--- src/rtl/uart_loader_if.sv ---
// Instruction-memory write port driven by the UART program loader.
// The loader owns the master side; the instruction memory listens on the slave side.
interface uart_loader_if;
    logic        imem_we;
    logic [31:0] imem_addr;
    logic [31:0] imem_din;

    modport master (output imem_we, output imem_addr, output imem_din);
    modport slave  (input  imem_we, input  imem_addr, input  imem_din);
endinterface

--- src/rtl/uart_loader.sv ---
// Boot loader: receives a count-prefixed little-endian program image over 8N1 UART,
// writes it to instruction memory from address 0 and holds the core in reset until done.
module uart_loader #(
    parameter int CLK_PER_BIT = 868,
    parameter int MAX_WORDS   = 16384
) (
    input  logic          clk,
    input  logic          rst,
    input  logic          uart_rx,
    uart_loader_if.master mem,
    output logic          loading,
    output logic          done,
    output logic          error,
    output logic          core_rst
);

    localparam int          CNT_W     = $clog2(CLK_PER_BIT);
    localparam logic [CNT_W-1:0] BIT_LAST  = CNT_W'(CLK_PER_BIT - 1);
    localparam logic [CNT_W-1:0] HALF_LAST = CNT_W'(CLK_PER_BIT / 2 - 1);
    localparam logic [31:0] MAX_W     = 32'(MAX_WORDS);

    typedef enum logic [1:0] {RX_IDLE, RX_START, RX_DATA, RX_STOP} rx_state_t;
    typedef enum logic [1:0] {LD_HDR, LD_DATA, LD_DONE, LD_ERR}    ld_state_t;

    logic             rx_meta, rx_sync;
    rx_state_t        rx_state, rx_state_n;
    logic [CNT_W-1:0] bit_timer, bit_timer_n;
    logic [2:0]       bit_idx, bit_idx_n;
    logic [7:0]       rx_shift, rx_shift_n;
    logic             byte_valid, byte_valid_n;
    logic             frame_err_n;

    ld_state_t        ld_state, ld_state_n;
    logic [1:0]       byte_cnt, byte_cnt_n;
    logic [23:0]      word_buf, word_buf_n;
    logic [31:0]      count, count_n;
    logic [31:0]      idx, idx_n;
    logic             we_q, we_n;
    logic [31:0]      addr_q, addr_n;
    logic [31:0]      din_q, din_n;
    logic [31:0]      rx_word;

    // Two-flop synchronizer; the line idles high so it resets to 1.
    always_ff @(posedge clk or negedge rst) begin
        if (!rst) begin
            rx_meta <= 1'b1;
            rx_sync <= 1'b1;
        end else begin
            rx_meta <= uart_rx;
            rx_sync <= rx_meta;
        end
    end

    always_ff @(posedge clk or negedge rst) begin
        if (!rst) begin
            rx_state   <= RX_IDLE;
            bit_timer  <= '0;
            bit_idx    <= '0;
            rx_shift   <= '0;
            byte_valid <= 1'b0;
        end else begin
            rx_state   <= rx_state_n;
            bit_timer  <= bit_timer_n;
            bit_idx    <= bit_idx_n;
            rx_shift   <= rx_shift_n;
            byte_valid <= byte_valid_n;
        end
    end

    // Sampling happens when the bit timer reaches zero; the stop-bit sample
    // returns straight to IDLE so a back-to-back start bit is not missed.
    always_comb begin
        rx_state_n   = rx_state;
        bit_timer_n  = bit_timer;
        bit_idx_n    = bit_idx;
        rx_shift_n   = rx_shift;
        byte_valid_n = 1'b0;
        frame_err_n  = 1'b0;
        unique case (rx_state)
            RX_IDLE: begin
                if (!rx_sync) begin
                    rx_state_n  = RX_START;
                    bit_timer_n = HALF_LAST;
                end
            end
            RX_START: begin
                if (bit_timer == '0) begin
                    if (rx_sync) begin
                        rx_state_n = RX_IDLE;
                    end else begin
                        rx_state_n  = RX_DATA;
                        bit_timer_n = BIT_LAST;
                        bit_idx_n   = '0;
                    end
                end else begin
                    bit_timer_n = bit_timer - 1'b1;
                end
            end
            RX_DATA: begin
                if (bit_timer == '0) begin
                    rx_shift_n  = {rx_sync, rx_shift[7:1]};
                    bit_timer_n = BIT_LAST;
                    if (bit_idx == 3'd7) begin
                        rx_state_n = RX_STOP;
                    end else begin
                        bit_idx_n = bit_idx + 3'd1;
                    end
                end else begin
                    bit_timer_n = bit_timer - 1'b1;
                end
            end
            RX_STOP: begin
                if (bit_timer == '0) begin
                    rx_state_n   = RX_IDLE;
                    byte_valid_n = rx_sync;
                    frame_err_n  = !rx_sync;
                end else begin
                    bit_timer_n = bit_timer - 1'b1;
                end
            end
            default: rx_state_n = RX_IDLE;
        endcase
    end

    assign rx_word = {rx_shift, word_buf};

    always_ff @(posedge clk or negedge rst) begin
        if (!rst) begin
            ld_state <= LD_HDR;
            byte_cnt <= '0;
            word_buf <= '0;
            count    <= '0;
            idx      <= '0;
            we_q     <= 1'b0;
            addr_q   <= '0;
            din_q    <= '0;
        end else begin
            ld_state <= ld_state_n;
            byte_cnt <= byte_cnt_n;
            word_buf <= word_buf_n;
            count    <= count_n;
            idx      <= idx_n;
            we_q     <= we_n;
            addr_q   <= addr_n;
            din_q    <= din_n;
        end
    end

    // Completion is judged in the write cycle itself, using the already
    // incremented index, so done follows the final write by one cycle.
    always_comb begin
        ld_state_n = ld_state;
        byte_cnt_n = byte_cnt;
        word_buf_n = word_buf;
        count_n    = count;
        idx_n      = idx;
        we_n       = 1'b0;
        addr_n     = addr_q;
        din_n      = din_q;
        unique case (ld_state)
            LD_HDR: begin
                if (frame_err_n) begin
                    ld_state_n = LD_ERR;
                end else if (byte_valid) begin
                    byte_cnt_n = byte_cnt + 2'd1;
                    word_buf_n = {rx_shift, word_buf[23:8]};
                    if (byte_cnt == 2'd3) begin
                        if (rx_word == '0) begin
                            ld_state_n = LD_DONE;
                        end else if (rx_word > MAX_W) begin
                            ld_state_n = LD_ERR;
                        end else begin
                            ld_state_n = LD_DATA;
                            count_n    = rx_word;
                            idx_n      = '0;
                        end
                    end
                end
            end
            LD_DATA: begin
                if (frame_err_n) begin
                    ld_state_n = LD_ERR;
                end else if (we_q && idx == count) begin
                    ld_state_n = LD_DONE;
                end else if (byte_valid) begin
                    byte_cnt_n = byte_cnt + 2'd1;
                    word_buf_n = {rx_shift, word_buf[23:8]};
                    if (byte_cnt == 2'd3) begin
                        we_n   = 1'b1;
                        addr_n = {idx[29:0], 2'b00};
                        din_n  = rx_word;
                        idx_n  = idx + 32'd1;
                    end
                end
            end
            LD_DONE: ld_state_n = LD_DONE;
            LD_ERR:  ld_state_n = LD_ERR;
            default: ld_state_n = LD_ERR;
        endcase
    end

    assign mem.imem_we   = we_q;
    assign mem.imem_addr = addr_q;
    assign mem.imem_din  = din_q;

    assign loading  = (ld_state == LD_HDR) || (ld_state == LD_DATA);
    assign done     = (ld_state == LD_DONE);
    assign error    = (ld_state == LD_ERR);
    assign core_rst = (ld_state != LD_DONE);

endmodule

--- src/flat_wrapper.sv ---
// flat-port wrapper written by rule: the top's interface ports become plain ports
module uart_loader_flat 
#(
    parameter int CLK_PER_BIT = 868,
    parameter int MAX_WORDS   = 16384
)
  (clk, rst, uart_rx, loading, done, error, core_rst, mem_imem_we, mem_imem_addr, mem_imem_din);
  uart_loader_if mem_i ();
  input  logic clk;
  input  logic rst;
  input  logic uart_rx;
  output logic loading;
  output logic done;
  output logic error;
  output logic core_rst;
  output wire logic [$bits(mem_i.imem_we)-1:0] mem_imem_we;
  output wire logic [$bits(mem_i.imem_addr)-1:0] mem_imem_addr;
  output wire logic [$bits(mem_i.imem_din)-1:0] mem_imem_din;
  assign mem_imem_we = mem_i.imem_we;
  assign mem_imem_addr = mem_i.imem_addr;
  assign mem_imem_din = mem_i.imem_din;
  uart_loader #(.CLK_PER_BIT(CLK_PER_BIT), .MAX_WORDS(MAX_WORDS)) u_core (.clk(clk), .rst(rst), .uart_rx(uart_rx), .mem(mem_i), .loading(loading), .done(done), .error(error), .core_rst(core_rst));
endmodule
--- config.mk ---
export PLATFORM = sky130hd
export DESIGN_NAME = uart_loader_flat
export DESIGN_NICKNAME = d
export VERILOG_FILES = /design/src/rtl/uart_loader_if.sv /design/src/rtl/uart_loader.sv /design/src/flat_wrapper.sv
export SDC_FILE = /design/constraint.sdc
export NUM_CORES = 1
export LEC_CHECK = 0
export BUFFER_PORTS_ARGS = -buffer_cell sky130_fd_sc_hd__buf_2
export CAP_MARGIN = 20
export CORE_AREA = 2 2 128 130
export DETAILED_ROUTE_END_ITERATION = 8
export DIE_AREA = 0 0 130 132
export PLACE_DENSITY = 0.74
export SETUP_SLACK_MARGIN = 0.5
export SYNTH_ARGS = -nofsm -noshare
export SYNTH_HDL_FRONTEND = slang
export SYNTH_SLANG_ARGS = --single-unit
export TNS_END_PERCENT = 50
--- constraint.sdc ---
create_clock -name clk -period 4.2 [get_ports clk]
set_input_delay 0.84 -clock clk [delete_from_list [all_inputs] [get_ports clk]]
set_output_delay 0.84 -clock clk [all_outputs]
set_load 0.03 [all_outputs]
# == Yosys cells after proc, flatten, opt, wreduce, memory -nomap -nowiden ==
# Cells that the tools add are included.
# totals
wordCells,128
inputBits,3
output_inout_bits,69
ff_bits,181
# classes
bitwise_logic,4
n_reduce_logical,18
add_sub_neg,4
order_cmp,1
eq_ne,31
n_mux,55
# op_table
operator,n
$mux W32,9
$mux W24,4
$pmux W32 S2,1
$mux W10,5
$pmux W24 S2,1
$pmux W10 S4,1
$mux W2,17
$add A32 B1 Y32 const B,1
$eq A32 B32 Y1,1
$gt A32 B15 Y1 const B,1
$logic_not A32 Y1,1
$ne A2 B2 Y1 const B,10
$ne A2 B1 Y1 const B,8
$pmux W2 S4,2
$reduce_and A5 Y1,3
$mux W3,4
$eq A2 B2 Y1 const B,5
$logic_not A10 Y1,1
$reduce_and A10 Y1,1
$sub A10 B1 Y10 const B,1
$mux W1,9
$ne A3 B1 Y1 const B,3
$pmux W3 S2,1
$reduce_and A3 Y1,2
other kinds (15),21

# == Depth between registers and ports, before layout ==
# Gate-level depths: netlist (run 1).
# logic_depth
ltp_word,7
ltp_mapped,9
mapped_depth_nobuf,7

# == Worst setup path after synthesis (run 1) ==
# OpenSTA, ideal clock, no wires.
# synth_timing
kind,reg2reg
startpoint,register u_core.idx[3]
endpoint,register u_core.word_buf[20]
path_stages_with_launch,10
synth_period_minus_slack_ps,2469
n_path_buf,3
required_ps,4073
arrival_ps,2341
path_slack_ps,1731
setup_time_ps,127
cell_sequence,dfrtp_1 > buf_6 > xnor2_1 > nand3_1 > or4_1 > or3_1 > and3_1 > buf_2 > buf_6 > mux2_1
# synth_via
elab_chain_len,4
# synth_rtl
element,line_no,source
from (decl),uart_loader.sv:37,"logic [31:0] idx, idx_n;"
from (signal assigned),uart_loader.sv:142,idx <= idx_n;
$eq A32 B32 Y1,uart_loader.sv:183,end else if (we_q && idx == count) begin
$logic_and A1 B1 Y1,uart_loader.sv:183,
$ne A2 B2 Y1 (no line),--,
$reduce_and A4 Y1 (no line),--,
to (signal assigned),uart_loader.sv:140,word_buf <= word_buf_n;
to (decl),uart_loader.sv:35,"logic [23:0] word_buf, word_buf_n;"
# No other way between the ends.
# A chain may end at the register's enable or synchronous reset.

# == Final worst setup path (run 1) ==
# layout_timing
startpoint,register u_core.word_buf[9]
endpoint,register u_core.idx[1]
# layout_via
elab_chain_len,3
elab_cells_between_ends,5
cone_classes,order compare: 1; eq/ne: 2; reduce/logical: 2
# layout_rtl
element,line_no
$gt A32 B15 Y1 / $logic_not A32 Y1 (equally long branches),"uart_loader.sv:170, uart_loader.sv:168"
$ne A2 B2 Y1 (no line),--
$reduce_and A10 Y1 (no line) (*),--
# Every way passes the cells marked *; elsewhere a longest branch is shown, timed or not.

==> results of run 1 <==
-- logic make-up after synthesis --
logic type	Yosys count	synth area share (%)
AOI/OAI and AO/OA	97	7.20
DFF	181	52.8
and+or+nand+nor	276	18.1
adders and majority gates	11	1.60
xor gates and xnor gates	30	3.06
other	1	0.0437
muxes	106	13.8
buffers and inverters	65	3.44
-- critical path, delay by kind of cell (launching register included) --
kind | cells | cell delay (ns)
DFF | 1 | 0.44
muxes | 2 | 0.90
and+or+nand+nor | 4 | 1.83
-- final cells by class --
cell class | instances | area, um2
timing repair buffer | 79 | 479
inverter | 19 | 71.3
multi-input combinational | 522 | 3770
tap | 216 | 270
clock inverter | 15 | 203
sequential | 181 | 4530
fill | 1263 | 5960
clock buffer | 17 | 425
-- cell usage in the layout, fill, tap and decap left out, drive strengths merged, types with 4 or more instances in the layout --
cell type / netlist / routed
o211ai: 5 / 5
o31a: 4 / 4
inv: 19 / 25
nand2b: 6 / 6
nor3: 14 / 14
and3: 9 / 9
ha: 11 / 11
nand4: 28 / 28
a21oi: 27 / 27
or3: 16 / 16
o31ai: 7 / 7
clkbuf: 23 / 17
nor2: 24 / 24
dfrtp: 179 / 179
mux2: 98 / 98
and4: 7 / 7
mux2i: 8 / 8
and2: 21 / 21
nand3: 23 / 23
nand2: 67 / 67
buf: 23 / 79
nor4: 30 / 30
o21a: 4 / 4
clkinv: 0 / 6
xor2: 28 / 28
o21ai: 25 / 25
or4: 18 / 18
-- routing by layer --
metal	global-route usage [%]	wire [um]	vias up
li1	-	-	2906
met2	42.2	10500	205
met1	35.3	8980	3214
met4	8.96	512	0
met5	0	0	-
met3	4.99	1080	40
-- registers in the layout, summed over array words and instances (netlist names), named ones only --
| signal | count |
|---|---|
| u_core.mem.imem_addr | 30 |
| u_core.idx | 32 |
| u_core.rx_state | 1 |
| u_core.rx_meta | 1 |
| u_core.bit_timer | 10 |
| u_core.rx_shift | 8 |
| u_core.bit_idx | 3 |
| u_core.byte_valid | 1 |
| u_core.word_buf | 24 |
| u_core.ld_state | 2 |
| u_core.count | 32 |
| u_core.mem.imem_din | 32 |
| u_core.byte_cnt | 2 |
| u_core.mem.imem_we | 1 |
| u_core.rx_sync | 1 |
-- path summary, 6_finish.rpt --
| check | slack (ns) | endpoint | cells after the start |
|---|---|---|---|
| setup / recovery | 0.90 | u_core.idx[1]$_DFFE_PN0P_ | 6 |
| hold reg to reg | 0.36 | u_core.rx_sync$_DFF_PN1_ | 0 |
| setup reg to reg | 0.90 | u_core.idx[1]$_DFFE_PN0P_ | 6 |
| min in group clk | 0.36 | u_core.rx_sync$_DFF_PN1_ | 0 |
| hold / removal | 0.30 | u_core.mem.imem_addr[26]$_DFFE_PN0P_ | 1 |
| max in group asynchronous | 3.02 | u_core.idx[1]$_DFFE_PN0P_ | 2 |
-- per-stage QoR --
| stage | total power [uW] | utilization, % | area [um2] | setup slack, ns |
|---|---|---|---|---|
| 2_1_floorplan | 1780 | - | 8590 | 1.73 |
| 3_3_place_gp | 1820 | 57.8 | 9080 | 1.09 |
| 3_5_place_dp | 1820 | 57.8 | 9080 | 0.979 |
| 4_1_cts | 3460 | 61.8 | 9710 | 0.965 |
| 5_1_grt | 3530 | 62.1 | 9750 | 0.611 |
| 6_report | 3430 | 62.1 | 9750 | 0.899 |
-- where the power goes --
group / leakage, uW / total (uW) / switching, uW / internal [uW]
logic: 0.00217 / 40.9 / 36.6 / 4.28
clock network: 0.000299 / 1650 / 782 / 866
registers: 0.00250 / 1740 / 1.07 / 1740
==> summary.txt, run 1 <==
Critical path
  • Worst path max stage delay: 0.73 ns
  • Critical path cell sequence: nor4_1 > nand4_1 > mux2i_2 > nand2_1 > nor3_1 > mux2_2
  • WP data required: 4.52 ns
  • Crit path arrival time: roughly 3.6 ns
  • FF-to-FF Start: u_core.word_buf[9]$_DFFE_PN0P_
  • Critical Path Fanout Max: 28
  • Critical Path Source Type: flip-flop
  • Critical Path Sink Type: flip-flop
  • Critical path origin: u_core.word_buf[9]$_DFFE_PN0P_
  • Slowest cell on crit path: nand2_1
  • Critical path class: flip-flop to flip-flop

Floorplanning
  • Core ar.: 0.0157 mm2
  • Die Y: 132 um
  • Die area: 0.0172 mm2
  • Num rows: 46
  • Initial core utilization: 54.7%
  • I/O Pins: 72
  • Die Span X: 130 um

Clock network
  • Clock latency on the worst-skew pair: approximately 0.44 ns
  • Post-CTS Setup Bufs: 0
  • CTS tree: yes
  • Clk root buf: clkbuf_16
  • CTS HTree Levels: 4
  • Post_cts resized: 0
  • CTS Hold Bufs: 0
  • Clk buf depth: 2
  • Reg clk slew, reported paths: 0.07 ns
  • CTS Sinks: 181
  • CTS Buf Count: 17

Logic synthesis
  • Unique cell type count in the Yosys netlist: 64
  • EDFF count, synth: 0
  • Sequential area share after synthesis: 52.8%
  • Post-synth top area share: 52.1%
  • Post-synth ARST share: 100%
  • Syn_area_per_cell: 11.2 um2
  • Top cells by count, synth: dfrtp_1 (179), mux2_2 (96), nand2_1 (67), nor4_1 (28), xor2_1 (28)
  • Yosys top cell by area: dfrtp_1
  • Most frequent cell after synthesis: dfrtp_1
  • Yosys warns: 0
  • Dominant synthesized flop cell: dfrtp_1
  • Post-Syn Area: between 0.008 and 0.009 mm2
  • FF+latch count, synth: 181
  • Area contributors post-synth: dfrtp_1 (52%), mux2_2 (13%), nand2_1 (2.9%)
  • Mapped Cells: between 700 and 800

Global routing
  • Global route overflow: 0
  • Vias in the first global route: 6634
  • Largest net degree at the start of global routing: 105
  • Antenna violations before repair: 0
  • GRT Total Usage: 26.1%
  • Global-route wire length before repair: about 35 mm

Route
  • DR WL/cell: around 20 um
  • Final ANT Viol Nets: 0
  • Via count: ~6400
  • DRT iter0 DRCs: approximately 460
  • Post-DR vias/cell: 6.07
  • Pre-antenna DRT Iters: 8
  • Routed WL: around 21 mm
  • # DRC: 0

Run status
  • Outcome: complete, no violations

STA
  • Setup TNS: 0 ns
  • Final Setup Violations: 0
  • Fin crit period: 3.30 ns
  • Clk_skew: 0.0126 ns
  • Hold Slack: a little under 0.3 ns
  • Highest clock rate: around 0.30 GHz
  • Slew Viols, Final: 0
  • Worst rel slew slack: between 30% and 40%
  • Hold Fails Final Rpt: 0
  • Final Cycle Share: 78.6%
  • Worst-Margin Slew: 1.02 ns
  • RSZ-0062 raised after global routing: false

Power and ir drop
  • Pwr dens: approximately 350 mW/mm2
  • Max VDD drop: 0.270 mV
  • Leak Pwr: 0.00497 uW

Cells and area
  • # diodes: 0
  • Layout cell share with drive strength beyond 1: 26.4%
  • Final non-filler cell total: 1049
  • Final Net Count: 834
  • Synthesis-to-layout area growth: 13.5%

Place
  • PortBufs: 69
  • Gpl congestion: 0.913
  • Placed Cells: 1015
  • DP HPWL: 14.6 mm

Min path
  • Hold crit path type: primary input to async pin

Run
  • Max_cap viols: 0
(Power assumes the default switching activity.)
==> inputs of run 2 (changes only) <==
--- a/config.mk
+++ b/config.mk
@@ -7,10 +7,10 @@
 export LEC_CHECK = 0
 export BUFFER_PORTS_ARGS = -buffer_cell sky130_fd_sc_hd__buf_2
 export CAP_MARGIN = 20
-export CORE_AREA = 2 2 128 130
+export CORE_AREA = 2 2 130 132
 export DETAILED_ROUTE_END_ITERATION = 8
-export DIE_AREA = 0 0 130 132
-export PLACE_DENSITY = 0.74
+export DIE_AREA = 0 0 132 134
+export PLACE_DENSITY = 0.75
 export SETUP_SLACK_MARGIN = 0.5
 export SYNTH_ARGS = -nofsm -noshare
 export SYNTH_HDL_FRONTEND = slang
==> constraint.sdc (replaced) <==
create_clock -name clk -period 3 [get_ports clk]
set_input_delay 0.6 -clock clk [delete_from_list [all_inputs] [get_ports clk]]
set_output_delay 0.6 -clock clk [all_outputs]
set_load 0.03 [all_outputs]
==> summary.txt, run 2 (synthesis results as in run 1) <==
Route
  • # DRC: 0
  • Via count: 6536
  • Final ANT Viol Nets: 0
  • DR WL/cell: 19.1 um
  • Routed WL: 20.7 mm
  • Post-DR vias/cell: between 6 and 7
  • Pre-antenna DRT Iters: 5
  • DRT iter0 DRCs: 660

Critical path
  • Critical Path Fanout Max: 4
  • Critical path class: flip-flop to flip-flop
  • WP data required: 3.37 ns
  • Critical Path Source Type: flip-flop
  • Critical path cell sequence: nor4_1 > nand4_1 > buf_4 > mux2_4 > or4_4 > or3_1 > a21oi_1
  • Critical Path Sink Type: flip-flop
  • Buf/Inv on CP: 1
  • Slowest cell on crit path: or4_4
  • Crit path arrival time: between 2 and 3 ns
  • Flop2flop setup slack: 0.53 ns
  • Worst path max stage delay: 0.53 ns
  • Crit-path leading delay family: simple AND/OR/NAND/NOR gates

Cells and area
  • Most frequent cells in the layout: dfrtp_1 (167), mux2_2 (95), buf_2 (68)
  • Final Net Count: 869
  • # diodes: 0
  • Layout cell share with drive strength beyond 1: approximately a third
  • Commonest non-fill, non-tap cell in the layout: dfrtp_1
  • Synthesis-to-layout area growth: 18.0%

Min path
  • Hold crit path type: primary input to async pin

STA
  • Final Cycle Share: 82.3%
  • Highest clock rate: approximately 0.41 GHz
  • Clk_skew: 0.0134 ns
  • Setup TNS: 0 ns
  • Worst rel slew slack: 52.4%
  • Worst-Margin Slew: 0.708 ns
  • Slew Viols, Final: 0
  • Fin crit period: between 2 and 2.5 ns
  • RSZ-0062 raised after global routing: true
  • Hold Fails Final Rpt: 0
  • Final Setup Violations: 0

Place
  • Gpl congestion: around 0.96
  • DP HPWL: 13.9 mm
  • PortBufs: 69

Global routing
  • Vias in the first global route: 6358
  • Global-route wire length before repair: ~34 mm
  • Largest net degree at the start of global routing: 73
  • Antenna violations before repair: 0
  • Global route overflow: 0
  • GRT Total Usage: 24.2%

Clock network
  • CTS Buf Count: 17
  • CTS Hold Bufs: 0
  • CTS Sinks: 181
  • Reg clk slew, reported paths: 0.08 ns
  • CTS tree: yes
  • Clk buf depth: 2
  • Clock latency on the worst-skew pair: 0.44 ns
  • CTS HTree Levels: 4
  • Clk root buf: clkbuf_16

Run status
  • Outcome: complete, no violations

Floorplanning
  • Die Y: 134 um
  • Die area: around 0.018 mm2
  • Num rows: 47
  • Core ar.: 0.0163 mm2
  • Initial core utilization: 52.7%
  • I/O Pins: 72
  • Die Span X: 132 um

Power and ir drop
  • Leak Pwr: 0.00516 uW
  • Pwr dens: 479 mW/mm2
  • Max VDD drop: just under 0.4 mV
  • Power after layout: 4860 uW

Run
  • Max_cap viols: 0
-- run 2: power breakdown --
| group | total (uW) | internal [uW] | switching [uW] |
|---|---|---|---|
| logic | 60.1 | 7.80 | 52.3 |
| clock network | 2360 | 1300 | 1060 |
| registers | 2440 | 2440 | 1.48 |
| total | 4860 | 3740 | 1110 |
-- run 2: repair_timing --
item / in CTS / in global routing
pin swaps: 0 / 9
gates resized for setup: 7 / 39
buffers inserted: 0 / 18
hold endpoints to repair: 0 / 0
setup endpoints to repair: 109 / 131
-- run 2: worst paths after layout --
check,startpoint,end,cells after the start
setup / recovery,u_core.word_buf[2]$_DFFE_PN0P_,u_core.idx[28]$_DFFE_PN0P_,7
hold / removal,rst,u_core.mem.imem_addr[27]$_DFFE_PN0P_,1
setup reg to reg,u_core.word_buf[2]$_DFFE_PN0P_,u_core.idx[28]$_DFFE_PN0P_,7
hold reg to reg,u_core.rx_meta$_DFF_PN1_,u_core.rx_sync$_DFF_PN1_,0
max in group asynchronous,rst,u_core.rx_meta$_DFF_PN1_,2
min in group clk,uart_rx,u_core.rx_meta$_DFF_PN1_,1
-- run 2: layout make-up --
type,instances,area [um2]
clock buffers,18,439
clock inverters,14,184
fillers,1317,6150
inverters,19,73.8
multi-input cells,522,3880
flip-flops and latches,181,4550
well taps,220,275
repair buffers,114,743
-- run 2: per-stage QoR --
step | cell area, um2 | hold slack (ns) | std cells | utilization (%) | worst slack [ns]
floorplan | 8590 | 0.304 | 768 | - | 0.531
global placement | 9230 | 0.346 | 1038 | 56.7 | 0.329
finish | 10100 | 0.177 | 1088 | 62.3 | 0.531
CTS | 9870 | 0.205 | 1070 | 60.6 | 0.420
detailed placement | 9230 | 0.347 | 1038 | 56.7 | 0.326
global route | 10100 | 0.214 | 1088 | 62.3 | 0.449
-- run 2: routing by layer --
layer / global-route usage [%] / wire length, um / vias up
li1: - / - / 2974
met5: 0 / 0 / -
met1: 33.8 / 9080 / 3232
met3: 4.80 / 1290 / 74
met4: 10.6 / 722 / 0
met2: 36.9 / 9650 / 256
-- run 2: worst reg2reg max path, cell delays in order (launching register included) --
cell and delay (ns):
dfrtp_1 0.43, nor4_1 0.32, nand4_1 0.14, buf_4 0.18, mux2_4 0.35, or4_4 0.53
or3_1 0.32, a21oi_1 0.14
==> inputs of run 3 (changes only) <==
--- a/config.mk
+++ b/config.mk
@@ -5,12 +5,13 @@
 export SDC_FILE = /design/constraint.sdc
 export NUM_CORES = 1
 export LEC_CHECK = 0
+export ABC_AREA = 1
 export BUFFER_PORTS_ARGS = -buffer_cell sky130_fd_sc_hd__buf_2
 export CAP_MARGIN = 20
-export CORE_AREA = 2 2 130 132
+export CORE_AREA = 2 2 133 135
 export DETAILED_ROUTE_END_ITERATION = 8
-export DIE_AREA = 0 0 132 134
-export PLACE_DENSITY = 0.75
+export DIE_AREA = 0 0 135 137
+export PLACE_DENSITY = 0.73
 export SETUP_SLACK_MARGIN = 0.5
 export SYNTH_ARGS = -nofsm -noshare
 export SYNTH_HDL_FRONTEND = slang
==> constraint.sdc (replaced) <==
create_clock -name clk -period 2.52 [get_ports clk]
set_input_delay 0.504 -clock clk [delete_from_list [all_inputs] [get_ports clk]]
set_output_delay 0.504 -clock clk [all_outputs]
set_load 0.03 [all_outputs]
==> summary.txt, run 3 <==
Run status
  • Outcome: complete, no violations

Critical path
  • Worst path max stage delay: 0.44 ns
  • WP data required: around 2.9 ns
  • Most used cell, CP: o21ai_1
  • Critical Path Source Type: flip-flop
  • Crit-path leading delay family: simple AND/OR/NAND/NOR gates
  • Critical path class: flip-flop to flip-flop
  • Critical Path Sink Type: flip-flop
  • Critical path cell sequence: inv_2 > o21ai_1 > nor2_1 > nand3_1 > nor2_2 > nand2_4 > nand3_4 > buf_12 > buf_8 > nand2_1 > o21ai_1
  • Crit path arrival time: 2.40 ns
  • Critical Path Fanout Max: 7
  • Buf/Inv on CP: 3
  • Slowest cell on crit path: dfrtp_1

STA
  • Highest clock rate: 0.491 GHz
  • Clk_skew: about 0.014 ns
  • RSZ-0062 raised after global routing: true
  • Fin crit period: 2.04 ns
  • Worst rel slew slack: between 60% and 70%
  • Slew Viols, Final: 0
  • Final Cycle Share: 80.8%
  • Final Setup Violations: 0
  • Worst-Margin Slew: 0.573 ns
  • Setup TNS: 0 ns
  • Hold Fails Final Rpt: 0

Floorplanning
  • Num rows: 48
  • Die area: 0.0185 mm2
  • I/O Pins: 72
  • Die Span X: 135 um
  • Initial core utilization: around 54%
  • Core ar.: 0.0171 mm2
  • Die Y: 137 um

Clock network
  • CTS Hold Bufs: 0
  • CTS Buf Count: 17
  • CTS tree: yes
  • Clk buf depth: 2
  • CTS Sinks: 181
  • CTS HTree Levels: 4
  • Reg clk slew, reported paths: roughly 0.070 ns
  • Clock latency on the worst-skew pair: 0.44 ns
  • Clk root buf: clkbuf_16

Power and ir drop
  • Pwr dens: 517 mW/mm2
  • Max VDD drop: around 0.48 mV
  • Leak Pwr: 0.00562 uW

Cells and area
  • Layout cell share with drive strength beyond 1: 19.3%
  • Most frequent cells in the layout: nand2_1 (426), dfrtp_1 (170), nor2_1 (136)
  • Final Net Count: 1334
  • Commonest non-fill, non-tap cell in the layout: nand2_1
  • Synthesis-to-layout area growth: 20.9%
  • # diodes: 0
  • Final Core Density: between 60 and 70%
  • Cell area after layout: 0.0112 mm2

Route
  • Pre-antenna DRT Iters: 5
  • # DRC: 0
  • Post-DR vias/cell: 5.33
  • Routed WL: 24.0 mm
  • DRT iter0 DRCs: 830
  • Via count: 8309
  • Final ANT Viol Nets: 0
  • DR WL/cell: around 15 um

Logic synthesis
  • Xor and xnor area share after synthesis: 1.99%
  • Post-synthesis mux area share: 0%
  • Top cells by count, synth: nand2_1 (449), dfrtp_1 (179), nor2_1 (140), inv_1 (126), o21ai_0 (66)
  • Synth Area in Compound Gates: 7.38%
  • Syn_area_per_cell: approximately 7.6 um2
  • Mapped Cells: 1216
  • FF+latch count, synth: 181
  • Unique cell type count in the Yosys netlist: 38
  • Area contributors post-synth: dfrtp_1 (48%), nand2_1 (18%), nor2_1 (5.7%)
  • Post-synth ARST share: 100%
  • Post-synth top area share: 48.4%
  • Post-synthesis simple-gate area fraction: 31.4%
  • Adder-cell share of the synthesized area: 1.49%
  • Dominant synthesized flop cell: dfrtp_1
  • EDFF count, synth: 0
  • Yosys top cell by area: dfrtp_1
  • Main combinational cell family by area after synthesis: simple AND/OR/NAND/NOR gates
  • Post-Syn Area: 0.00926 mm2
  • Sequential area share after synthesis: roughly half
  • Yosys warns: 0
  • Most frequent cell after synthesis: nand2_1

Global routing
  • Global route overflow: 0
  • Antenna violations before repair: 0
  • GRT Total Usage: 25.7%
  • Vias in the first global route: 7378
  • Global-route wire length before repair: ~37 mm
  • Largest net degree at the start of global routing: slightly above 60

Place
  • Gpl congestion: between 0.9 and 1
  • DP HPWL: 15.5 mm
  • PortBufs: 69
  • Placed Area: 0.00984 mm2

Min path
  • Hold crit path type: primary input to async pin

Run
  • Max_cap viols: 0
[run 3: cells by family (layout without fill, tap and decap cells)]
| group | after synthesis | count (layout) |
|---|---|---|
| buffers and inverters | 186 | 297 |
| flip-flops | 181 | 181 |
| XOR/XNOR | 21 | 21 |
| AO/OA/AOI/OAI | 112 | 112 |
| adder cells (fa/ha/maj) | 11 | 11 |
| AND/OR/NAND/NOR | 704 | 709 |
| other | 1 | 2 |
[run 3: path summary, 6_finish.rpt]
path,to,slack [ns],cells after the start,startpoint
max,u_core.mem.imem_din[8]$_DFFE_PN0P_,0.48,11,u_core.idx[19]$_DFFE_PN0P_
min,u_core.mem.imem_din[5]$_DFFE_PN0P_,0.04,1,rst
max reg2reg,u_core.mem.imem_din[8]$_DFFE_PN0P_,0.48,11,u_core.idx[19]$_DFFE_PN0P_
min reg2reg,u_core.rx_sync$_DFF_PN1_,0.36,0,u_core.rx_meta$_DFF_PN1_
max in group asynchronous,u_core.idx[26]$_DFFE_PN0P_,1.76,2,rst
min in group clk,u_core.rx_meta$_DFF_PN1_,0.16,1,uart_rx
[run 3: report_power, final]
part	internal (uW)	switching (uW)
combinational	11.3	63.1
clock	1540	1270
sequential	2910	0.955
[run 3: what timing repair did]
action,4_1_cts,5_1_grt
gates cloned,4,8
setup buffers,13,15
resized for setup,16,67
pin swaps,4,12
setup endpoints to repair,116,145
[run 3: metrics by stage]
step	worst slack, ns	instances	power [uW]	hold WS, ns
2_1_floorplan	0.625	1217	2970	0.208
3_3_place_gp	0.225	1486	3040	0.346
3_5_place_dp	0.225	1486	3040	0.347
4_1_cts	0.498	1535	5820	0.0576
5_1_grt	0.378	1558	5940	0.0869
6_report	0.483	1558	5780	0.0414
[run 3: worst register-to-register path, cell delays in order (launching register included)]
cell	delay, ns
dfrtp_1	0.44
inv_2	0.12
o21ai_1	0.07
nor2_1	0.17
nand3_1	0.14
nor2_2	0.23
nand2_4	0.14
nand3_4	0.17
buf_12	0.19
buf_8	0.14
nand2_1	0.06
o21ai_1	0.09
[run 3: layout make-up]
cell class	count	area (um2)
fillers	1408	5870
well taps	225	282
multi-input cells	855	4140
clock inverters	14	184
clock buffers	18	439
inverters	139	538
repair buffers	126	1060
flip-flops and latches	181	4540
[run 3: routing by layer]
| layer | track usage (%) | routed length [um] | share of wire [%] |
|---|---|---|---|
| met1 | 36.1 | 10700 | 45 |
| met2 | 41.1 | 11400 | 47 |
| met3 | 3.81 | 1280 | 5.3 |
| met4 | 8.85 | 641 | 2.7 |
| met5 | 0 | 0 | 0 |
